File: src/rtl/dma_priority_arbiter.sv
// Channel arbiter/sequencer for the 4-channel DMA controller.
// Raises HRQ on an unmasked request, waits for HLDA, grants one channel (fixed or
// rotating priority) and holds the grant until EOP_n, a demand drop at xfer_done,
// or the CPU withdrawing HLDA.
// Optional feature: define DMA_ARB_DREQ_SYNC_EN to pass DREQ and EOP_n through a
// 2-flop synchronizer (adds 2 cycles of input latency).
module dma_priority_arbiter #(
  parameter int unsigned NUM_CH = 4,
  parameter int unsigned CH_W   = 2
) (
  input  logic              clk,
  input  logic              RESET_N,
  input  logic [NUM_CH-1:0] DREQ,
  input  logic [NUM_CH-1:0] mask,
  input  logic [7:0]        cmd_reg,
  input  logic              EOP_n,
  input  logic              xfer_done,
  input  logic              HLDA,
  output logic              HRQ,
  output logic [NUM_CH-1:0] DACK,
  output logic              grant_valid,
  output logic [CH_W-1:0]   grant_ch
);

  typedef enum logic [1:0] {
    StIdle,
    StReq,
    StGrant,
    StRelease
  } state_e;

  state_e            state_q;
  logic [NUM_CH-1:0] ack_q;
  logic [CH_W-1:0]   ptr_q;

  logic [NUM_CH-1:0] dreq_s;
  logic              eop_n_s;
  logic [NUM_CH-1:0] req;
  logic [CH_W-1:0]   win_ch;
  logic [CH_W-1:0]   rot_idx;
  logic              found;
  logic [NUM_CH-1:0] win_onehot;
  logic              grant_exit;

`ifdef DMA_ARB_DREQ_SYNC_EN
  logic [NUM_CH-1:0] dreq_meta_q, dreq_sync_q;
  logic              eop_meta_q, eop_sync_q;

  // Two-flop synchronizers; reset to the inactive level so no spurious request appears
  always_ff @(posedge clk) begin
    if (!RESET_N) begin
      dreq_meta_q <= {NUM_CH{~cmd_reg[6]}};
      dreq_sync_q <= {NUM_CH{~cmd_reg[6]}};
      eop_meta_q  <= 1'b1;
      eop_sync_q  <= 1'b1;
    end else begin
      dreq_meta_q <= DREQ;
      dreq_sync_q <= dreq_meta_q;
      eop_meta_q  <= EOP_n;
      eop_sync_q  <= eop_meta_q;
    end
  end

  assign dreq_s  = dreq_sync_q;
  assign eop_n_s = eop_sync_q;
`else
  assign dreq_s  = DREQ;
  assign eop_n_s = EOP_n;
`endif

  // Effective request after polarity correction and masking
  always_comb begin
    req = (cmd_reg[6] ? dreq_s : ~dreq_s) & ~mask;
  end

  // Winner selection: fixed (lowest index) or rotating (search from ptr+1, wrapping)
  always_comb begin
    win_ch  = '0;
    rot_idx = '0;
    found   = 1'b0;
    if (cmd_reg[4]) begin
      for (int unsigned k = 1; k <= NUM_CH; k++) begin
        // Index wraps naturally because NUM_CH is a power of two
        rot_idx = ptr_q + CH_W'(k);
        if (!found && req[rot_idx]) begin
          win_ch = rot_idx;
          found  = 1'b1;
        end
      end
    end else begin
      for (int unsigned i = 0; i < NUM_CH; i++) begin
        if (!found && req[CH_W'(i)]) begin
          win_ch = CH_W'(i);
          found  = 1'b1;
        end
      end
    end
    win_onehot = {{(NUM_CH-1){1'b0}}, 1'b1} << win_ch;
  end

  // EOP and a completed transfer in the same cycle collapse into a single exit
  always_comb begin
    grant_exit = !eop_n_s || (xfer_done && !req[grant_ch]);
  end

  // Arbitration FSM with registered HRQ, ack and grant outputs
  always_ff @(posedge clk) begin
    if (!RESET_N) begin
      state_q     <= StIdle;
      HRQ         <= 1'b0;
      ack_q       <= '0;
      grant_valid <= 1'b0;
      grant_ch    <= '0;
      ptr_q       <= CH_W'(NUM_CH - 1);
    end else begin
      unique case (state_q)
        StIdle: begin
          if (!cmd_reg[2] && |req) begin
            HRQ     <= 1'b1;
            state_q <= StReq;
          end
        end
        StReq: begin
          if (HLDA) begin
            if (|req) begin
              ack_q       <= win_onehot;
              grant_ch    <= win_ch;
              grant_valid <= 1'b1;
              state_q     <= StGrant;
            end else begin
              // Request withdrawn before the bus was handed over
              HRQ     <= 1'b0;
              state_q <= StIdle;
            end
          end
        end
        StGrant: begin
          if (!HLDA) begin
            // CPU reclaimed the bus: abort without advancing the rotation
            ack_q       <= '0;
            grant_valid <= 1'b0;
            HRQ         <= 1'b0;
            state_q     <= StIdle;
          end else if (grant_exit) begin
            ack_q       <= '0;
            grant_valid <= 1'b0;
            HRQ         <= 1'b0;
            if (cmd_reg[4]) begin
              ptr_q <= grant_ch;
            end
            state_q     <= StRelease;
          end
        end
        StRelease: begin
          state_q <= StIdle;
        end
        default: begin
          state_q <= StIdle;
        end
      endcase
    end
  end

  assign DACK = cmd_reg[7] ? ack_q : ~ack_q;

endmodule
File: config.mk
export PLATFORM = sky130hd
export DESIGN_NAME = dma_priority_arbiter
export DESIGN_NICKNAME = d
export VERILOG_FILES = /design/src/rtl/dma_priority_arbiter.sv
export SDC_FILE = /design/constraint.sdc
export NUM_CORES = 1
export LEC_CHECK = 0
export CAP_MARGIN = 20
export CORE_MARGIN = 2
export CORE_UTILIZATION = 40
export CTS_BUF_LIST = sky130_fd_sc_hd__clkbuf_8 sky130_fd_sc_hd__clkbuf_16
export DETAILED_ROUTE_END_ITERATION = 10
export PLACE_DENSITY = 0.77
export RECOVER_POWER = 50
export SKIP_LAST_GASP = 1
export SLEW_MARGIN = 40
export SYNTH_ARGS = -nofsm -noshare
export SYNTH_HDL_FRONTEND = slang
export SYNTH_SLANG_ARGS = --single-unit
File: constraint.sdc
create_clock -name clk -period 2.05 [get_ports clk]
set_input_delay 0.41 -clock clk [delete_from_list [all_inputs] [get_ports clk]]
set_output_delay 0.41 -clock clk [all_outputs]
set_load 0.005 [all_outputs]
* Yosys cells after proc, flatten, opt, wreduce, memory -nomap -nowiden
Index checks and enable logic that the tools add are counted.
Word-level totals: flip-flop bits (word level) 12, bits in latches 0, RAM bits 0, ROM bits 0, output and inout bits 8, memories kept 0
Operators by class: add/sub/neg operators 3, multipliers 0, div/mod/pow operators 0, $lt $le $gt $ge 5, equality and inequality tests 8, shift operators 1, mux-type cells 52, bitwise logic cells 4, reductions and logical operators 27
Operators by type and width (number):
- two-way mux 1 bit | 25
- two-way mux 2 bit | 12
- two-way mux 4 bit | 6
- less-than comparator 2 x 3 -> 1 bit (second input constant) | 5
- NOT 4 bit | 3
- binary-select mux 1 bit (select 2 bit) | 5
- logical NOT 1 bit | 9
- logical AND 1 bit | 8
- != test 2 bit (second input constant) | 4
- one-hot mux 2 bit (4 select lines) | 1
- one-hot mux 4 bit (2 select lines) | 1
- AND reduction 4 bit | 2
- AND reduction 3 bit | 2
- AND reduction 5 bit | 1
- adder 2 bit (second input constant) | 2
- AND 4 bit | 1
- equality test 2 bit (second input constant) | 2
- OR reduction 4 bit | 1
- << shifter 1 x 2 -> 4 bit (first input constant) | 1
- != test 3 bit (second input constant) | 1
- one-hot mux 1 bit (3 select lines) | 1
- nonzero test 3 bit | 1
- adder 2 x 1 -> 2 bit (second input constant) | 1
- equality test 2 x 1 -> 1 bit (second input constant) | 1
- 4 further kinds | 4

* Longest topological paths before layout
word-level depth 23, gate-level depth with buffers 7, mapped depth without buffers 7

* Least setup slack after synthesis
Ideal clock, no wire load.
path type input -> register, start point input cmd_reg[6], end point register ack_q[1], data arrival time 1947 ps, required time 1933 ps, slack -15 ps, stages on the path 7, buffers on the path 1, cells stage by stage buf_6 -> xor2_4 -> a2111o_1 -> o32ai_1 -> a211oi_1 -> or3_4 -> a32o_1
On the way: word-level cells in the longest chain between the ends 22, elaborated cells between the ends (all ways) 55, those cells by class eq/ne (2); shift (1); mux (34); bitwise (1); reduce/logical (17)
Ends and longest elaborated chain:
- start, declared | RTL line 15 | input logic [7:0] cmd_reg,
- two-way mux 4 bit (*) | RTL line 73 | req = (cmd_reg[6] ? dreq_s : ~dreq_s) & ~mask;
- AND 4 bit (*) | RTL line 73
- binary-select mux 1 bit (select 2 bit) | RTL line 85 | if (!found && req[rot_idx]) begin
- two-way mux 1 bit (not written as such) | RTL line 85
- two-way mux 1 bit | RTL line 85
- two-way mux 1 bit | RTL line 81 | if (cmd_reg[4]) begin
- logical NOT 1 bit | RTL line 85
- logical AND 1 bit | RTL line 85
- [6 not listed]
- logical NOT 1 bit | RTL line 85
- logical AND 1 bit | RTL line 85
- two-way mux 2 bit | RTL line 85
- two-way mux 2 bit | RTL line 81
- << shifter 1 x 2 -> 4 bit | RTL line 98 | win_onehot = {{(NUM_CH-1){1'b0}}, 1'b1} << win_ch;
- two-way mux 4 bit | RTL line 125 | if (|req) begin
- two-way mux 4 bit | RTL line 124 | if (HLDA) begin
- one-hot mux 4 bit (2 select lines) | RTL line 116 | unique case (state_q)
- end signal, assigned | RTL line 126 | ack_q <= win_onehot;
- end, declared | RTL line 33 | logic [NUM_CH-1:0] ack_q;
Every way passes the cells marked *; elsewhere a longest branch is shown, timed or not. The select of a mux whose other input is x is not followed. A chain may end at the register's enable or synchronous reset.

* Worst setup path after layout
start point input DREQ[3], end point register state_q[1]
On the way: word-level cells in the longest chain between the ends 10, elaborated cells between the ends (all ways) 16, those cells by class eq/ne (2); mux (6); bitwise (2); reduce/logical (6)
Ends and longest elaborated chain:
- start, declared | RTL line 13 | input logic [NUM_CH-1:0] DREQ,
- NOT 4 bit | RTL line 73
- two-way mux 4 bit (*) | RTL line 73
- AND 4 bit (*) | RTL line 73
- binary-select mux 1 bit (select 2 bit) | RTL line 103 | grant_exit = !eop_n_s || (xfer_done && !req[grant_ch]);
- two-way mux 1 bit (not written as such) | RTL line 103
- logical NOT 1 bit | RTL line 103
- logical AND 1 bit | RTL line 103
- logical OR 1 bit | RTL line 103
- != test 3 bit (no line)
- AND reduction 3 bit (no line)
- end signal, assigned | RTL line 109 | state_q <= StIdle;
- end signal, assigned | RTL line 120 | state_q <= StReq;
- end signal, assigned | RTL line 129 | state_q <= StGrant;
- end, declared | RTL line 32 | state_e state_q;
Marks and branches as above.

==> results.json <==
{
  "worst_slew_pin_slew_ps": 432,
  "outcome": "complete, no violations",
  "r2r-start": "state_q[1]",
  "cts-buffers-inserted": 3,
  "cts_sinks": 12,
  "max_stage_delay_ps": 530,
  "clk_pin_slew_ps": 50,
  "cts_max_level": 1,
  "synth-seq-cells": 12,
  "ant_nets": 0,
  "fin_crit_ps": 2030,
  "max-clock-path-buffers": 2,
  "grt_overflow_total": 0,
  "final_nets": 206,
  "core-area_um2": 2500,
  "syn_inst": 128,
  "crit_fanout": 4,
  "syn_nets": 153,
  "die_y_um": 55.4,
  "power_leakage_nw": 0.710,
  "slew_viol_final": 0,
  "syn_area_um2": 1060,
  "holdBufCountCts": 0,
  "io_buffer_count": 24,
  "crit_path_start_kind": "primary input",
  "crit_path_end": "state_q[1]",
  "synth_edf_count": 0,
  "min-delay-path-class": "flip-flop to flip-flop",
  "crit_required_ps": 2230,
  "grt_use_total": 0.215,
  "drt-total-wl_mm": 3.55,
  "worstPathCellList": "clkdlybuf4s15_1 -> xor2_4 -> o31ai_2 -> nor4_4 -> nor2_2 -> or4_4 -> a21oi_2",
  "gp_congestion": 0.888,
  "route.detailed.drc": 0,
  "hold_viol_final": 0,
  "final_core_util": 0.699,
  "wl_per_cell_um": 17.0,
  "grt_pass1_vias": 1177,
  "root_buffer": "clkbuf_8",
  "num_rows": 18,
  "ir_worst_vdd_mv": 0.563,
  "synth_top_area_frac": 0.227,
  "startpoint": "DREQ[3]",
  "synth.avg_cell_area_um2": 8.27,
  "layout_commonest_cell": "buf_4",
  "r2r_setup_slack_ps": 70,
  "p_per_area_nw_per_um2": 522,
  "setup_viol": 0,
  "grt_max_degree": 10,
  "ff2ff_path_depth": 7,
  "end_kind": "flip-flop",
  "fin_tns_setup_ps": 0,
  "totalPowerFinal_uw": 912,
  "cap_viol_max_count": 0,
  "post-route-period-util": 0.989,
  "die-area_um2": 3070,
  "dp_hpwl_mm": 2.30,
  "cp_slowest_cell": "or4_4",
  "cts_tree": "built",
  "worstSetupPathType": "primary input to flip-flop",
  "ys_seq_area_frac": 0.227,
  "syn2layout_area_growth_pct": 65.0,
  "vias": 1238,
  "critPathArrivalTime_ps": 2210,
  "ys_warn_count": 0,
  "pin_count": 29,
  "r2r-end": "state_q[1]",
  "grt_pass1_wl_mm": 5.32,
  "drive_above_1_share": 0.385,
  "first_pass_iters": 4,
  "viasPerCell": 5.92,
  "clkLatencyLatePin_ps": 240,
  "antenna_found_initial": 0,
  "floorplan.initialDensity": 0.423,
  "rsz0062_at_grt": "yes",
  "cp.depth": 7,
  "fmaxAchievable_mhz": 493,
  "synthTopCellsByArea": "dfxtp_1 (23%), ha_1 (4.7%), xnor2_1 (4.1%)",
  "final_area_um2": 1750,
  "most-common-layout-cells": "buf_4 (29), dfxtp_1 (12), inv_1 (8), nor2_1 (8), dlygate4sd3_1 (8)",
  "yosysTopAreaCell": "dfxtp_1",
  "diodes": 0,
  "drt-initial-drc-count": 37,
  "skew_ps": 2.24,
  "die_width_um": 55.4,
  "dpl_cell_area_um2": 1490,
  "relSlewSlack": 0.712,
  "synthFlopType": "dfxtp_1",
  "critical_path_buf_inv_count": 1,
  "crit_family": "simple AND/OR/NAND/NOR gates",
  "ys_types": 53,
  "synthArstFlopShare": 0
}
-- worst min-delay path by stage --
| stage | startpoint | end | slack [ps] | cells past startpoint |
|---|---|---|---|---|
| final | ack_q[3] | ack_q[3] | 480 | 1 |
| after global routing | ack_q[3] | ack_q[3] | 510 | 1 |
| after CTS | ack_q[3] | ack_q[3] | 490 | 1 |
| after detailed placement | ack_q[3] | ack_q[3] | 480 | 1 |
| after global placement | state_q[1] | state_q[1] | 480 | 2 |
| after floorplan | ack_q[1] | ack_q[1] | 460 | 1 |
-- power breakdown --
group          total (mW)  internal [mW]  switching, mW
Sequential          0.272          0.254         0.0181
Combinational       0.429          0.215          0.214
Clock               0.211          0.129         0.0820
-- metal layers --
metal | track usage | part of all wire | vias up
met5 | 0 | 0 | -
met4 | 0.0557 | 0.023 | 0
met3 | 0.0445 | 0.055 | 10
met2 | 0.367 | 0.51 | 42
met1 | 0.273 | 0.41 | 601
li1 | - | - | 585
-- registers in the layout, indices dropped and copies added, names as in the netlist --
register and count:
ptr_q 2, grant_valid 1, grant_ch 2, state_q 2, ack_q 4, HRQ 1
-- cell families (layout without fill, tap and decap cells) --
group,after synthesis,after routing,synth area share
buf+inv,16,67,0.0709
fa+ha+maj,4,4,0.0473
xor+xnor,10,10,0.100
mux,2,2,0.0189
flops,12,12,0.227
simple gates,40,40,0.220
compound gates,44,44,0.316
-- worst register-to-register path, cell delays in order (launching register included) --
cell and delay, ps:
dfxtp_1 340, inv_1 80, ha_1 300, inv_1 130, a2bb2oi_1 250, o21ai_1 180, or4_4 510, a21oi_2 140
-- layout make-up --
class	instances	area, um2
clock buffer	3	41.3
fill	182	753
inverter	9	33.8
multi-input combinational	100	923
sequential	12	240
tap	30	37.5
timing repair buffer	55	470
-- synth_stat cells, drive strengths merged, types with 2 or more instances --
cell     number
xnor2         5
o21bai        2
or2           2
nand3         3
o2111ai       2
a211oi        3
nor3          5
a32o          2
ha            4
nor2         10
o32ai         2
mux2i         2
o31ai         3
dfxtp        12
a21oi         8
nand2         5
o21ai         4
nor4          5
clkbuf        5
a22o          2
nor2b         3
xor2          5
inv           9
nor4b         2
o22ai         4
-- per-stage QoR --
stage | std cells | hold WS [ps] | setup slack, ps
finish | 209 | 484 | 23.3
global route | 209 | 506 | -63.2
CTS | 207 | 492 | 7.86
detailed placement | 201 | 481 | -620
global placement | 201 | 479 | -605
floorplan | 128 | 463 | 1.43
-- what timing repair did --
action                     in CTS  in global routing
resized for setup              20                 25
setup endpoints to repair      16                 11
cloned                          0                  0
buffers inserted                3                  2
pin swaps                       9                  8
No activity file was read; power rests on OpenSTA's default activity.
==> variant 1, RTL diff (same flow settings) <==
`NUM_CH`: 4 -> 2.
--- a/src/rtl/dma_priority_arbiter.sv
+++ b/src/rtl/dma_priority_arbiter.sv
@@ -6,5 +6,5 @@
 // 2-flop synchronizer (adds 2 cycles of input latency).
 module dma_priority_arbiter #(
-  parameter int unsigned NUM_CH = 4,
+  parameter int unsigned NUM_CH = 2,
   parameter int unsigned CH_W   = 2
 ) (
Ports: changed (resized DACK, DREQ and mask); port bits go from 29 to 23. The function was not compared with the original's and may differ.
==> variant 1 against the unedited design <==
Clock skew up 0.0017 ns; critical path type is now input port to output port; utilization down 6.9 points; largest cell class unchanged; wire length down 56%; power down 21%; synthesized area down 31%; register-to-register slack better by 0.21 ns; final area down 38%; sequential cell count down 2; fmax up 2.2%; worst setup slack better by 0.044 ns.
==> variant 1: results (changes against the unedited design) <==
status:
  outcome: "finished, final reports clean"
final_layout:
  n_fill_cell: 152  # -16%
  multi_input_area_um2: 513  # -44%
  drive_gt1_frac: 0.191  # -0.194
power_and_ir_drop:
  power_frac_seq: 0.318  # +0.020
  ir_drop_mv: 0.516  # -8.4%
  p_switching_w: 0.000197  # -37%
  p_clk_frac: 0.339  # +0.108
  p_leak_nw: 0.458  # -35%
  powerComb_w: 0.000248  # -42%
global_route:
  grtUsageMet3: 0.0269  # -0.0176
  grt_use_total: 0.158  # -0.0566
  grt_max_degree: 13  # +3
  grt_pass1_vias: 633  # -46%
  use_met2: 0.289  # -0.0785
  grt_pass1_wl_um: 2470  # -54%
detailed_routing:
  wirelength_met1_um: 707  # -52%
  dr_wl_met2_um: 762  # -58%
  drt_iter0_drc: 10  # -73%
  dr.pass1.iters: 4  # unchanged
  routed_wl_um: 1560  # -56%
  vias: 689  # -44%
  topRoutingLayerUsed: "met4"
  met3_wirelength_um: 71  # -64%
logic_synthesis:
  syn_nets: 104  # -32%
  synth_mux_area_frac: 0.116  # +0.0975
  ys.flop_type: "dfxtp_1"
  synth_compound_area_frac: 0.188  # -0.127
  async_flop_share: 0  # unchanged
  synth.distinct_cells: 34  # -36%
  synthTopCellsByArea: "dfxtp_1, mux2i_1, ha_1"
  netlist_instances: 83  # -35%
  synthAdderAreaFrac: 0.0685  # +0.0212
  synth-seq-area-share: 0.274  # +0.0470
  ys_top_cells_by_count: "dfxtp_1, nand2_1, inv_1, mux2i_1"
min_path:
  hp-start: "HRQ"
  min_to: "HRQ"
place:
  place_congestion: 0.801  # -9.8%
  dp_slack_ns: -0.210  # +0.410 ns
  placed_cell_area_um2: 1020  # -31%
  port-buffer-count: 18  # -25%
  dpl.hpwl_um: 1230  # -47%
  dp_cells: 136  # -32%
cts:
  cts_made_buffers: 3  # unchanged
  post-cts-setup-buffers: 0  # -3
  cts.clk_slew.worst_paths_ns: 0.05  # about the same
  cts_resized: 0  # -100%
setup_path:
  cp_slowest_cell: "clkdlybuf4s50_1"
  rr_endpoint: "grant_valid"
  crit_fanout: 2  # -2
  r2r_slack_ns: 0.28  # +0.21 ns
  critPathLaunch: "cmd_reg[7]"
  r2r-start: "state_q[0]"
timing:
  holdWs_ns: 0.460  # -0.0237 ns
  worst_pin_slew_ns: 0.352  # -0.0795 ns
  fin_crit_ns: 1.98  # -0.0443 ns
  fin_worst_skew_ns: 0.00392  # +0.00168 ns
[variant 1: cell count changes after synthesis, moves of 3 or more]
cell,before,now
a21oi_1,7,3
xnor2_1,5,2
nor3_1,5,1
and2_1,0,4
nand2b_1,1,4
nand3b_1,0,3
nand2_1,5,9
nor4_1,4,0
mux2i_1,2,7
nor2_1,9,2
[variant 1: cell families after synthesis]
| family | Yosys count |
|---|---|
| DFF | 10 |
| muxes | 8 |
| AOI/OAI and AO/OA | 17 |
| buffers and inverters | 8 |
| adders and majority gates | 4 |
| xor gates and xnor gates | 4 |
| and+or+nand+nor | 32 |
[variant 1: area by class of cell]
cell class	count	share of cell area
multi-input combinational	65	0.472
sequential	10	0.184
clock buffer	4	0.0506
inverter	7	0.0242
timing repair buffer	29	0.241
tap	25	0.0288
[variant 1: critical path, delay by kind of cell]
kind | cells | cell delay, ns
buffers and inverters | 2 | 1.03
xor gates and xnor gates | 1 | 0.13
==> variant 2, RTL diff (same settings) <==
Without the edit above. Re-encode `state_e` (4 states) as one-hot, 4 bits wide.
--- a/src/rtl/dma_priority_arbiter.sv
+++ b/src/rtl/dma_priority_arbiter.sv
@@ -23,9 +23,9 @@
 );
 
-  typedef enum logic [1:0] {
-    StIdle,
-    StReq,
-    StGrant,
-    StRelease
+  typedef enum logic [3:0] {
+    StIdle    = 4'b0001,
+    StReq     = 4'b0010,
+    StGrant   = 4'b0100,
+    StRelease = 4'b1000
   } state_e;
 
Check against the original RTL: same outputs for any inputs over 10 cycles, from zero or initial values and one cycle with RESET_N low; not proved beyond that.
==> variant 2 against the unedited design <==
The flow now finishes with violations (setup timing); critical endpoint is now ack_q[0]; critical path depth increased by 1; combinational power decreased by 40%; via count decreased by 4.1%; sequential share of layout area grew 3.2 points; sequential cell count up 2; synthesized area shrank 1.5%; worst setup slack lost 0.029 ns; sequential power grew 6%; highest routed layer unchanged; hold slack got worse by 0.025 ns; final area fell by 5.2%; wire length down 7.6%; power is 11% lower; critical path type unchanged.
==> variant 2: results (changes against the unedited design) <==
status:
  outcome: "finished with violations"
  violations: "setup timing"
cts:
  cts_root_buf: "clkbuf_8"
  htree_levels: 1  # unchanged
  worstSkewPairLatency_ns: 0.24  # about the same
  cts.clk_slew.worst_paths_ns: 0.06
detailed_routing:
  drt_iter0_drc: 26  # -30%
  wire_per_inst_um: 15.9  # -6.7%
  drt-vias-per-instance: 5.73  # -3.2%
logic_synthesis:
  synth-seq-area-share: 0.269  # +0.0420
  synth_xor_area_frac: 0.0756  # -0.0248
  synth.distinct_cells: 46  # -13%
  ys.flop_type: "dfxtp_1"
  synthAdderAreaFrac: 0  # -0.0473
  synthTopCellsByArea: "dfxtp_1, xor2_1, nand2b_1"
  syn_nets: 151  # -1.3%
  yosysWarnings: 0  # unchanged
  synth_mux_area_frac: 0.00960  # -0.00931
  synth_compound_area_frac: 0.336  # +0.0205
  ys_top_cells_by_count: "dfxtp_1, nor2_1, inv_1"
  async_flop_share: 0  # unchanged
global_route:
  grt_use_total: 0.230  # +0.0150
  grt_pass1_vias: 1211  # +2.9%
  grt_pass1_wl_um: 5050  # -5.1%
place:
  port-buffer-count: 24  # unchanged
  placed_cell_area_um2: 1440  # -3.3%
  place_congestion: 0.817  # -8.0%
  dpl.hpwl_um: 2340  # +1.7%
timing:
  fin_worst_skew_ns: 0.00241  # +0.000171 ns
  max_slew_margin: 0.649  # -0.0629
  setup_viol_count_final: 1  # +1
  tns_ns: -0.00578  # -0.00578 ns
  timing.final.ws_setup_ns: -0.00578  # -0.0291 ns
final_layout:
  n_fill_cell: 208  # +14%
  drive_gt1_frac: 0.316  # -0.0691
  nNetsFinal: 199  # -3.4%
setup_path:
  r2r_slack_ns: 0.22  # +0.15 ns
  path_delay_family: "compound AO/OA/AOI/OAI gates"
  max_stage_delay_ns: 0.46  # -0.07 ns
  cp_slowest_cell: "clkdlybuf4s50_1"
power_and_ir_drop:
  p_leak_nw: 0.671  # -5.4%
  ir_drop_mv: 0.539  # -4.3%
## variant 2: cell types whose count changed in the layout (fill, tap and decap cells not counted), sizes merged, moves of 4 or more
cell / delta
nand2b: +5
a21oi: -4
ha: -4
buf: -6
## variant 2: metal layers
metal	share of wire	GRT usage	wire length, um	vias to the layer above
met1	0.40	0.233	1320	569
met5	0	0	0	-
met2	0.54	0.460	1780	43
met4	0.013	0.0813	44	0
met3	0.042	0.0403	137	6
li1	-	-	-	569
## variant 2: cell type report
cell class / count / share of cell area
Clock buffer: 4 / 0.0332
Multi-Input combinational cell: 101 / 0.495
Timing Repair Buffer: 49 / 0.260
Sequential cell: 14 / 0.169
Inverter: 9 / 0.0204
Tap cell: 30 / 0.0227
## variant 2: power by group
part	internal (W)	leakage (nW)	switching, W
Sequential	0.000280	0.114	0.00000677
Clock	0.000170	0.0288	0.0000928
Combinational	0.000135	0.529	0.000123
## variant 2: repair_timing
item / in CTS / in global routing
hold buffers: 0 / 0
pin swaps: 5 / 5
setup endpoints to repair: 12 / 9
gates resized for setup: 18 / 16
buffers inserted: 1 / 2
## variant 2: worst paths after layout
kind	startpoint	end	cells after the start
hold / removal	grant_valid	grant_valid	2
hold reg to reg	grant_valid	grant_valid	2
setup / recovery	mask[2]	ack_q[0]	8
setup reg to reg	grant_ch[1]	ptr_q[1]	8
## variant 2: through the flow
stage	worst slack, ns	instances	total power [W]	util	hold slack, ns
5_1_grt	-0.0634	207	0.000843	0.669	0.471
4_1_cts	0.000342	205	0.000792	0.635	0.462
3_3_place_gp	-0.395	200	0.000502	0.582	0.447
3_5_place_dp	-0.532	200	0.000509	0.582	0.453
6_report	-0.00578	207	0.000807	0.669	0.459
2_1_floorplan	0.166	130	0.000406	-	0.446
